## config.mk

```make
export PLATFORM = sky130hd
export DESIGN_NAME = multicycle_controller
export DESIGN_NICKNAME = d
export VERILOG_FILES = /design/src/rtl/rv_ctrl_pkg.sv /design/src/rtl/opcode_class_decode.sv /design/src/rtl/multicycle_controller.sv
export SDC_FILE = /design/constraint.sdc
export NUM_CORES = 1
export LEC_CHECK = 0
export ABC_AREA = 1
export BUFFER_PORTS_ARGS = -buffer_cell sky130_fd_sc_hd__buf_2
export CAP_MARGIN = 30
export CORE_UTILIZATION = 40
export DETAILED_ROUTE_END_ITERATION = 8
export GPL_ROUTABILITY_DRIVEN = 0
export SETUP_SLACK_MARGIN = 0.02
export SLEW_MARGIN = 15
export SYNTH_ARGS = -nofsm -noshare
export SYNTH_HDL_FRONTEND = slang
export SYNTH_SLANG_ARGS = --single-unit
```

## constraint.sdc

```tcl
create_clock -name clk -period 4 [get_ports clk]
set_input_delay 0.4 -clock clk [delete_from_list [all_inputs] [get_ports clk]]
set_output_delay 0.4 -clock clk [all_outputs]
set_load 0.03 [all_outputs]
```

## src/rtl/rv_ctrl_pkg.sv

```systemverilog
// Shared encodings for the multi-cycle RV64 control FSM: states, opcodes,
// ALU operation codes and trap causes.
package rv_ctrl_pkg;

    typedef enum logic [2:0] {
        S_FETCH  = 3'd0,
        S_DECODE = 3'd1,
        S_EXEC   = 3'd2,
        S_MEM    = 3'd3,
        S_WB     = 3'd4,
        S_TRAP   = 3'd5
    } state_e;

    localparam logic [6:0] OP_R   = 7'b0110011;
    localparam logic [6:0] OP_I   = 7'b0010011;
    localparam logic [6:0] OP_LD  = 7'b0000011;
    localparam logic [6:0] OP_SD  = 7'b0100011;
    localparam logic [6:0] OP_BEQ = 7'b1100011;

    localparam logic [1:0] ALUOP_ADD   = 2'b00;
    localparam logic [1:0] ALUOP_SUB   = 2'b01;
    localparam logic [1:0] ALUOP_FUNCT = 2'b10;

    localparam logic [1:0] CAUSE_NONE    = 2'b00;
    localparam logic [1:0] CAUSE_ILLEGAL = 2'b01;
    localparam logic [1:0] CAUSE_IMEM_TO = 2'b10;
    localparam logic [1:0] CAUSE_DMEM_TO = 2'b11;

    typedef struct packed {
        logic is_r;
        logic is_i;
        logic is_ld;
        logic is_sd;
        logic is_beq;
        logic illegal;
    } op_class_t;

endpackage

```

## src/rtl/opcode_class_decode.sv

```systemverilog
// Combinational classification of the IR opcode field into instruction classes.
module opcode_class_decode
    import rv_ctrl_pkg::*;
(
    input  logic [6:0] opcode_i,
    output op_class_t  cls_o
);

    always_comb begin
        cls_o        = '0;
        cls_o.is_r   = (opcode_i == OP_R);
        cls_o.is_i   = (opcode_i == OP_I);
        cls_o.is_ld  = (opcode_i == OP_LD);
        cls_o.is_sd  = (opcode_i == OP_SD);
        cls_o.is_beq = (opcode_i == OP_BEQ);
        cls_o.illegal = !(cls_o.is_r | cls_o.is_i | cls_o.is_ld | cls_o.is_sd | cls_o.is_beq);
    end

endmodule

```

## src/rtl/multicycle_controller.sv

```systemverilog
// Multi-cycle RV64 control FSM: sequences FETCH/DECODE/EXEC/MEM/WB, handshakes with
// instruction/data memories, counts retired instructions and traps on errors.
module multicycle_controller
    import rv_ctrl_pkg::*;
#(
    parameter int TIMEOUT = 16,
    parameter int CNT_W   = 32
) (
    input  logic             clk,
    input  logic             reset,
    input  logic [6:0]       opcode,
    input  logic             zero,
    input  logic             imem_ready,
    input  logic             dmem_ready,
    output logic             imem_req,
    output logic             dmem_req,
    output logic             dmem_we,
    output logic             ir_write,
    output logic             pc_write,
    output logic             pc_src,
    output logic             reg_write,
    output logic             mem_to_reg,
    output logic             alu_src,
    output logic [1:0]       alu_op,
    output logic             trap,
    output logic [1:0]       trap_cause,
    output logic [CNT_W-1:0] instret
);

    localparam int WAIT_W = $clog2(TIMEOUT + 1);

    state_e            state_q, state_d;
    logic [WAIT_W-1:0] wait_q, wait_d;
    logic [CNT_W-1:0]  instret_q, instret_d;
    logic [1:0]        cause_q, cause_d;
    logic              active_q;
    logic              retire;
    logic              wait_last;
    op_class_t         cls;

    opcode_class_decode u_decode (
        .opcode_i (opcode),
        .cls_o    (cls)
    );

    // active_q keeps every output quiet in the cycle(s) the reset is being sampled.
    always_ff @(posedge clk) begin
        if (!reset) begin
            state_q   <= S_FETCH;
            wait_q    <= '0;
            instret_q <= '0;
            cause_q   <= CAUSE_NONE;
            active_q  <= 1'b0;
        end else begin
            state_q   <= state_d;
            wait_q    <= wait_d;
            instret_q <= instret_d;
            cause_q   <= cause_d;
            active_q  <= 1'b1;
        end
    end

    // A ready arriving while wait_q is one short of TIMEOUT is still taken.
    assign wait_last = (wait_q == WAIT_W'(TIMEOUT - 1));

    always_comb begin
        state_d    = state_q;
        wait_d     = wait_q;
        cause_d    = cause_q;
        retire     = 1'b0;
        imem_req   = 1'b0;
        dmem_req   = 1'b0;
        dmem_we    = 1'b0;
        ir_write   = 1'b0;
        pc_write   = 1'b0;
        pc_src     = 1'b0;
        reg_write  = 1'b0;
        mem_to_reg = 1'b0;
        alu_src    = 1'b0;
        alu_op     = ALUOP_ADD;
        trap       = 1'b0;
        trap_cause = CAUSE_NONE;

        if (active_q) begin
            case (state_q)
                S_FETCH: begin
                    imem_req = 1'b1;
                    if (imem_ready) begin
                        ir_write = 1'b1;
                        pc_write = 1'b1;
                        state_d  = S_DECODE;
                    end else if (wait_last) begin
                        state_d = S_TRAP;
                        cause_d = CAUSE_IMEM_TO;
                    end else begin
                        wait_d = wait_q + WAIT_W'(1);
                    end
                end
                S_DECODE: begin
                    if (cls.illegal) begin
                        state_d = S_TRAP;
                        cause_d = CAUSE_ILLEGAL;
                    end else begin
                        state_d = S_EXEC;
                    end
                end
                S_EXEC: begin
                    alu_src = cls.is_i | cls.is_ld | cls.is_sd;
                    if (cls.is_r | cls.is_i) begin
                        alu_op  = ALUOP_FUNCT;
                        state_d = S_WB;
                    end else if (cls.is_ld | cls.is_sd) begin
                        state_d = S_MEM;
                        wait_d  = '0;
                    end else begin
                        alu_op   = ALUOP_SUB;
                        pc_write = zero;
                        pc_src   = zero;
                        retire   = 1'b1;
                        state_d  = S_FETCH;
                        wait_d   = '0;
                    end
                end
                S_MEM: begin
                    dmem_req = 1'b1;
                    dmem_we  = cls.is_sd;
                    if (dmem_ready) begin
                        if (cls.is_sd) begin
                            retire  = 1'b1;
                            state_d = S_FETCH;
                            wait_d  = '0;
                        end else begin
                            state_d = S_WB;
                        end
                    end else if (wait_last) begin
                        state_d = S_TRAP;
                        cause_d = CAUSE_DMEM_TO;
                    end else begin
                        wait_d = wait_q + WAIT_W'(1);
                    end
                end
                S_WB: begin
                    reg_write  = 1'b1;
                    mem_to_reg = cls.is_ld;
                    retire     = 1'b1;
                    state_d    = S_FETCH;
                    wait_d     = '0;
                end
                S_TRAP: begin
                    trap       = 1'b1;
                    trap_cause = cause_q;
                end
                default: begin
                    state_d = S_FETCH;
                    wait_d  = '0;
                end
            endcase
        end

        instret_d = retire ? instret_q + CNT_W'(1) : instret_q;
    end

    assign instret = instret_q;

endmodule
```

==> results.py, run 1 <==
metrics = {
    "status": {
        "status": "finished clean",
    },
    "finish": {
        "fin_nets": 594,
        "drive_gt1_share_pct": 16.4,
        "multiInputGateArea_um2": 1930,
        "fill_cells": 827,
        "syn_to_final_growth_pct": 13.8,
        "regArea_um2": 861,
        "antenna_cells": 0,
    },
    "setup_path": {
        "r2r-end": "instret[1]",
        "start_kind": "flop",
        "arrival_ns": 1.81,
        "reg2reg_depth": 9,
        "crit_type": "flop to primary output",
        "path_max_fanout": 33,
        "crit_required_ns": 3.60,
        "rrSetupSlack_ns": 2.03,
        "r2r_start": "state_q[1]",
        "cp-end-kind": "primary output",
    },
    "clocking": {
        "cts_num_sinks": 43,
        "clock_latency_ns": 0.30,
        "cts_resized": 0,
        "hold_buffers": 0,
        "htree_num_levels": 2,
        "numCtsBuffers": 5,
        "cts-root-buf": "clkbuf_8",
        "cts_tree": "built",
        "cts_post_setup_buffers_inserted": 0,
        "clkSlewWorstSetupHoldPaths_ns": 0.10,
        "clockBufferDepth": 2,
    },
    "global_route": {
        "use_met1_pct": 28.4,
        "antenna_found_initial": 0,
        "grt_pass1_vias": 3003,
        "grt_usage_pct": 20.8,
        "grt_overflow": 0,
        "grt_util_met2_pct": 34.5,
        "met3_usage_pct": 3.21,
        "grt_start_max_net_pins": 34,
        "grt_pass1_wl_um": 13900,
        "busiest_layer": "met2",
    },
    "sta": {
        "setup_viol": 0,
        "min_period_ns": 2.21,
        "relSlewSlack_pct": 62.0,
        "grt_setup_unrepaired": "no",
        "setup_slack_ns": 1.79,
        "fmax_ghz": 0.453,
        "slew_violations": 0,
        "hold_violations": 0,
        "worstMarginPinSlew_ns": 0.564,
        "setup_tns_ns": 0,
        "period_share_pct": 55.1,
        "finalClockSkew_ns": 0.0123,
    },
    "worst_hold_path": {
        "hold_class": "input pin to flop",
        "hold_end": "active_q",
        "hold_depth": 1,
        "min_from": "reset",
    },
    "pwr": {
        "ir_drop_mv": 0.0947,
        "combPwrFrac_pct": 11.2,
        "p_int_uw": 585,
        "pwr-share-clk_pct": 35.6,
        "p_leak_nw": 1.40,
        "p_sw_uw": 241,
        "seq_power_share_pct": 53.1,
        "switching_share_pct": 29.2,
        "p_per_area_nw_per_um2": 235,
        "p_total_uw": 826,
    },
    "floorplanning": {
        "rows": 31,
        "die-width_um": 90.0,
        "core_area_um2": 7370,
        "ios": 58,
        "dieArea_um2": 8090,
        "die_h_um": 90.0,
        "start_util_pct": 42.0,
    },
    "route": {
        "wl_um": 8110,
        "wl_per_cell_um": 11.9,
        "ant_nets": 0,
        "drtIter0Drc": 187,
        "vias": 3365,
        "viasPerCell": 4.95,
        "drc": 0,
        "drt_pre_antenna_iters": 4,
    },
    "synth": {
        "synth.most_common_cell": "nand2_1",
        "synth.top_cell.area_share_pct": 27.8,
        "synthTopCellsByArea": "dfxtp_1 (28%), nand2_1 (22%), nand3_1 (10%)",
        "ys_ff_latch": 43,
        "syn-instance-count": 529,
        "synth_area_um2": 3100,
        "avgSynthCellArea_um2": 5.85,
        "ys.flop_type": "dfxtp_1",
        "yosysTopAreaCell": "dfxtp_1",
        "yosysWarningCount": 0,
        "syn_nets": 543,
        "synth.distinct_cells": 31,
        "synth_edf_count": 0,
        "synth_async_sr_flop_share_pct": 0,
        "synth_common_cells": "nand2_1 (181), nor2_1 (76), nand3_1 (64), dfxtp_1 (43), inv_1 (42)",
        "seq_area_frac_synth_pct": 27.8,
    },
    "place": {
        "port_buffers": 57,
        "hpwl_um": 6240,
        "place_ws_ns": 1.98,
    },
    "job": {
        "max_cap_viol_count": 0,
    },
}
per-stage QoR:
step | instances | instance area, um2 | utilization (%) | hold WS, ns
final | 680 | 3520 | 47.8 | 0.305
after global routing | 680 | 3520 | 47.8 | 0.292
after CTS | 680 | 3520 | 47.8 | 0.299
after detailed placement | 672 | 3430 | 46.5 | 0.433
after global placement | 671 | 3400 | 46.2 | 0.429
after floorplan | 529 | 3100 | - | 0.417
layout by cell type (no fill, tap or decap):
cell type | netlist | routed
nand2_1 | 181 | 181
nor2_1 | 76 | 76
nand3_1 | 64 | 64
buf_2 | 4 | 57
dfxtp_1 | 43 | 43
inv_1 | 42 | 42
a21oi_1 | 41 | 41
o21ai_0 | 10 | 10
inv_2 | 7 | 7
nor2_2 | 6 | 6
xnor2_1 | 6 | 6
xor2_1 | 6 | 6
nand2_2 | 5 | 5
clkbuf_8 | 0 | 5
nor2_4 | 4 | 4
nor3_1 | 4 | 4
nand4_1 | 3 | 3
nor3b_1 | 2 | 2
clkinv_1 | 2 | 2
nand2_4 | 2 | 2
ha_1 | 2 | 2
clkinvlp_4 | 0 | 2
nand3_2 | 1 | 1
nor4_1 | 1 | 1
nand3_4 | 1 | 1
o21bai_1 | 1 | 1
a21oi_2 | 1 | 1
o21ai_1 | 1 | 1
nor3_2 | 1 | 1
nand3b_1 | 1 | 1
inv_6 | 0 | 1
buf_16 | 0 | 1
buf_4 | 1 | 1
area by class of cell:
| type | count | share of cell area, % |
|---|---|---|
| flip-flops and latches | 43 | 24.4 |
| clock inverters | 3 | 0.675 |
| repair buffers | 59 | 9.09 |
| well taps | 99 | 3.52 |
| multi-input cells | 420 | 54.9 |
| clock buffers | 5 | 1.95 |
| inverters | 51 | 5.44 |
critical path, cell delays in order (launching register included):
cell and delay [ns]:
dfxtp_1 0.32, buf_4 0.33, inv_2 0.22, nor4_1 0.35, buf_2 0.26
state kept, by name (all words and copies together) (netlist names):
name,count
instret,32
wait_q,5
state_q,3
cause_q,2
active_q,1
metal layers:
layer	part of all wire, %	routed length [um]
met2	46	3710
met3	4.1	333
met5	0	0
met1	49	3980
met4	0.96	78
worst max path at each step:
stage / slack [ns] / endpoint / from
6_report: 1.79 / mem_to_reg / active_q
5_1_grt: 1.67 / mem_to_reg / active_q
4_1_cts: 1.78 / mem_to_reg / active_q
3_5_place_dp: 1.98 / instret[0] / opcode[5]
3_3_place_gp: 2.03 / instret[1] / opcode[1]
2_1_floorplan: 1.91 / mem_to_reg / state_q[0]
kinds of logic (layout without fill, tap and decap cells):
group	Yosys count	after routing	share of synthesized area, %
simple gates	352	352	49.3
buf+inv	66	118	9.74
compound gates	54	54	8.93
flops	43	43	27.8
xor+xnor	12	12	3.40
fa+ha+maj	2	2	0.808
power groups by stage:
stage	clock [mW]	sequential, mW	combinational [mW]
floorplan	0	0.447	0.0716
global placement	0	0.449	0.0881
detailed placement	0	0.449	0.0933
CTS	0.306	0.439	0.0935
global route	0.319	0.440	0.105
finish	0.294	0.439	0.0929
No activity file was read; power rests on OpenSTA's default activity.
==> inputs of run 2 (changes only) <==
- clock period: 4 -> 1.85 ns (I/O delays scaled with it)
==> run 2 against run 1 <==
  * Clock-buffer cell count did not move
  * Power rose by 120%
  * Clock power rose by 120%
  * Largest cell class unchanged
  * Utilization rose by 0.87 points
  * Routed wire length rose by 3.2%
  * Critical endpoint unchanged
  * Sequential cell count did not move
  * First-iteration DRC count rose by 7.5%
==> results.py, run 2 (same netlist as run 1, synthesis figures left out) <==
metrics = {
    "sta": {
        "setup_tns_ns": 0,
        "slew_violations": 0,
        "worstMarginPinSlew_ns": 0.459,
        "relSlewSlack_pct": 69.1,
        "fmax_ghz": 0.591,
        "min_period_ns": 1.69,
        "setup_viol": 0,
        "finalClockSkew_ns": 0.0168,
        "period_share_pct": 91.4,
        "grt_setup_unrepaired": "no",
        "hold_violations": 0,
    },
    "route": {
        "ant_nets": 0,
        "drc": 0,
        "vias": 3386,
        "wl_per_cell_um": 12.2,
        "drtIter0Drc": 201,
        "viasPerCell": 4.92,
        "wl_um": 8370,
        "drt_pre_antenna_iters": 5,
    },
    "place": {
        "port_buffers": 57,
        "hpwl_um": 6200,
    },
    "floorplanning": {
        "start_util_pct": 42.0,
        "ios": 58,
        "rows": 31,
        "die-width_um": 90.0,
        "die_h_um": 90.0,
        "dieArea_um2": 8090,
        "core_area_um2": 7370,
    },
    "pwr": {
        "p_per_area_nw_per_um2": 502,
        "ir_drop_mv": 0.245,
        "p_leak_nw": 1.43,
    },
    "setup_path": {
        "cpPeakStageDelay_ns": 0.46,
        "path_max_fanout": 16,
        "path_cells": "inv_2 -> buf_4 -> nor4_2 -> buf_2",
        "worstPathBufferInverterCount": 3,
        "crit_required_ns": 1.66,
        "crit_type": "flop to primary output",
        "critPathTopFamily": "buffers and inverters",
        "reg2reg_depth": 10,
        "start_kind": "flop",
        "cp_num_cells": 4,
        "cp-end-kind": "primary output",
        "cp_slowest_cell": "dfxtp_1",
        "arrival_ns": 1.51,
    },
    "finish": {
        "syn_to_final_growth_pct": 15.8,
        "drive_gt1_share_pct": 18.7,
        "antenna_cells": 0,
        "layout_common_cells": "nand2_1 (181), nor2_1 (75), nand3_1 (64), buf_2 (57), inv_1 (42)",
        "largest_reg_flops": 32,
        "final_common_cell": "nand2_1",
        "fin_nets": 602,
        "utilization_pct": 48.7,
    },
    "clocking": {
        "numCtsBuffers": 5,
        "clockBufferDepth": 2,
        "cts-root-buf": "clkbuf_8",
        "cts_num_sinks": 43,
        "cts_tree": "built",
        "clkSlewWorstSetupHoldPaths_ns": 0.10,
        "htree_num_levels": 2,
        "clock_latency_ns": 0.31,
    },
    "global_route": {
        "grt_overflow": 0,
        "grt_usage_pct": 21.2,
        "grt_pass1_wl_um": 14200,
        "grt_start_max_net_pins": 37,
        "grt_pass1_vias": 2984,
        "antenna_found_initial": 0,
    },
    "worst_hold_path": {
        "hold_depth": 1,
        "hold_class": "input pin to flop",
    },
    "job": {
        "max_cap_viol_count": 0,
    },
    "status": {
        "status": "finished clean",
    },
}
## run 2: cell types whose count changed in the layout (fill, tap and decap cells not counted), sizes merged
cell,before,now
buf,59,67
## run 2: power by group
part | switching (mW) | leakage, nW | internal (mW)
registers | 0.0144 | 0.348 | 0.937
logic | 0.143 | 1.04 | 0.0599
clock network | 0.374 | 0.0408 | 0.271
total | 0.531 | 1.43 | 1.27
## run 2: final timing paths
kind                                 from         end  slack [ns]
worst min-delay path                reset    active_q        0.08
worst min register to register  wait_q[4]   wait_q[4]        0.45
worst max-delay path             active_q  mem_to_reg        0.16
worst max register to register  wait_q[1]  cause_q[1]        0.21
## run 2: cell type report
cell class,count,area (um2)
Inverter,51,191
Fill cell,792,3780
Sequential cell,43,863
Timing Repair Buffer,67,360
Clock buffer,5,68.8
Tap cell,99,124
Multi-Input combinational cell,420,1950
Clock inverter,3,23.8
## run 2: timing repair
| item | 4_1_cts | 5_1_grt |
|---|---|---|
| setup endpoints to repair | 0 | 22 |
| resized for setup | 0 | 6 |
| hold buffers | 0 | 0 |
| buffers inserted | 0 | 2 |
## run 2: per-stage QoR
step | total power, mW | instances | hold slack [ns] | cell area, um2 | setup slack (ns)
finish | 1.80 | 688 | 0.0804 | 3590 | 0.159
global route | 1.89 | 688 | 0.0654 | 3590 | 0.0231
CTS | 1.81 | 686 | 0.0756 | 3550 | 0.0971
detailed placement | 1.17 | 678 | 0.410 | 3460 | 0.173
global placement | 1.17 | 678 | 0.415 | 3460 | 0.194
floorplan | 1.12 | 529 | 0.213 | 3100 | 0.0942
## run 2: per-layer routing
| layer | up-vias | share of wire [%] | GRT usage [%] | routed length (um) |
|---|---|---|---|---|
| met5 | - | 0 | 0 | 0 |
| met4 | 0 | 0.84 | 4.03 | 70 |
| met3 | 7 | 5.1 | 2.96 | 423 |
| met2 | 93 | 46 | 35.6 | 3830 |
| met1 | 1489 | 48 | 29.0 | 4040 |
| li1 | 1797 | - | - | - |
==> inputs of run 3 (changes only) <==
- CORE_ASPECT_RATIO: unset -> 1.2
==> run 3 against run 2 <==
  * Sequential share of layout area is 0.17 points lower
  * Utilization is 0.47 points higher
  * Via count is 1.5% higher
  * Routed wire length is 3.5% higher
  * Combinational power is 2% higher
  * Non-clock buffer count is 1 lower
  * Cell area is 0.84% higher
  * Sequential cell count stayed put
  * Worst hold slack better by 0.020 ns
  * Global-route usage is 1.7 points higher
  * Clock power is 39% higher
==> results.py, run 3 (same netlist as run 1, synthesis figures left out) <==
metrics = {
    "status": {
        "status": "finished clean",
    },
    "setup_path": {
        "path_max_fanout": 8,
        "cp-end-kind": "primary output",
        "r2r-end": "instret[16]",
        "crit_type": "flop to primary output",
        "path_cells": "nor3_1 -> nand2_1 -> a21oi_1 -> buf_2",
        "arrival_ns": 1.52,
        "start_kind": "flop",
        "crit_required_ns": 1.66,
        "cp_slowest_cell": "dfxtp_2",
        "reg2reg_depth": 9,
        "cpPeakStageDelay_ns": 0.38,
        "r2r_start": "instret[1]",
        "rrSetupSlack_ns": 0.21,
    },
    "global_route": {
        "grt_start_max_net_pins": 34,
        "grt_usage_pct": 22.9,
        "grt_pass1_wl_um": 14400,
        "grt_pass1_vias": 3190,
        "grt_overflow": 0,
        "antenna_found_initial": 0,
    },
    "floorplanning": {
        "dieArea_um2": 8100,
        "ios": 58,
        "rows": 34,
        "core_area_um2": 7360,
        "die-width_um": 82.3,
        "start_util_pct": 42.1,
        "die_h_um": 98.4,
    },
    "finish": {
        "layout_common_cells": "nand2_1 (180), nor2_1 (76), nand3_1 (64), buf_2 (57), inv_1 (42)",
        "drive_gt1_share_pct": 18.4,
        "final_common_cell": "nand2_1",
        "largest_reg_flops": 32,
        "multiInputGateArea_um2": 1950,
        "fill_cells": 808,
        "finalNonFillerCells": 678,
        "syn_to_final_growth_pct": 16.8,
        "fin_nets": 601,
        "regArea_um2": 865,
        "utilization_pct": 49.1,
        "antenna_cells": 0,
    },
    "place": {
        "port_buffers": 57,
        "hpwl_um": 6470,
        "dpl.cell_count": 668,
    },
    "pwr": {
        "p_leak_nw": 1.46,
        "ir_drop_mv": 0.281,
        "p_total_mw": 2.05,
        "p_per_area_nw_per_um2": 568,
    },
    "worst_hold_path": {
        "hold_end": "active_q",
        "min_from": "reset",
        "hold_class": "input pin to flop",
        "hold_depth": 1,
    },
    "sta": {
        "worstMarginPinSlew_ns": 0.576,
        "timing.hold.ws_ns": 0.101,
        "finalClockSkew_ns": 0.00681,
        "setup_tns_ns": 0,
        "min_period_ns": 1.70,
        "setup_viol": 0,
        "hold_violations": 0,
        "grt_setup_unrepaired": "no",
        "fmax_ghz": 0.587,
        "slew_violations": 0,
        "period_share_pct": 92.1,
        "relSlewSlack_pct": 61.4,
    },
    "clocking": {
        "hold_buffers": 0,
        "numCtsBuffers": 5,
        "cts_num_sinks": 43,
        "cts_tree": "built",
        "clockBufferDepth": 2,
        "clkSlewWorstSetupHoldPaths_ns": 0.09,
        "cts-root-buf": "clkbuf_8",
        "htree_num_levels": 2,
        "clock_latency_ns": 0.30,
    },
    "job": {
        "max_cap_viol_count": 0,
    },
    "route": {
        "ant_nets": 0,
        "viasPerCell": 5.07,
        "drc": 0,
        "wl_um": 8660,
        "drtIter0Drc": 176,
        "wl_per_cell_um": 12.8,
        "vias": 3438,
        "drt_pre_antenna_iters": 5,
    },
}
[run 3: critical path, delay by kind of cell (launching register included)]
family | cells | cell delay, ns
buf+inv | 1 | 0.21
flops | 1 | 0.38
compound gates | 1 | 0.15
simple gates | 2 | 0.47
[run 3: layer usage]
layer,track usage [%],part of all wire (%)
met5,0,0
met4,9.72,2.7
met3,3.27,4.2
met2,40.1,49
met1,26.9,44
[run 3: layout make-up]
class,instances,area share [%]
Multi-Input combinational cell,420,53.9
Sequential cell,43,23.9
Timing Repair Buffer,66,10.1
Inverter,51,5.29
Tap cell,90,3.11
Clock buffer,6,2.01
Clock inverter,2,1.66
[run 3: repair_timing]
action                     in CTS  in global routing
hold endpoints to repair        0                  0
setup endpoints to repair       0                 11
resized for setup               0                  7
setup buffers                   0                  2
[run 3: where the power goes]
group	leakage [nW]	total [mW]	internal, mW	switching [mW]
logic	1.04	0.207	0.0609	0.146
clock network	0.0654	0.896	0.540	0.356
registers	0.349	0.950	0.937	0.0130
total	1.46	2.05	1.54	0.515
[run 3: per-stage QoR]
step / instance area (um2) / setup slack (ns)
2_1_floorplan: 3100 / 0.0942
3_3_place_gp: 3450 / 0.210
3_5_place_dp: 3450 / 0.163
4_1_cts: 3590 / 0.0593
5_1_grt: 3620 / 0.0463
6_report: 3620 / 0.146
[run 3: worst max path at each step]
| stage | start | to | slack [ns] |
|---|---|---|---|
| floorplan | instret[0] | instret[16] | 0.09 |
| global placement | wait_q[0] | cause_q[1] | 0.21 |
| detailed placement | instret[1] | instret[16] | 0.16 |
| CTS | state_q[2] | mem_to_reg | 0.06 |
| global route | state_q[0] | pc_write | 0.05 |
| finish | state_q[0] | pc_write | 0.15 |
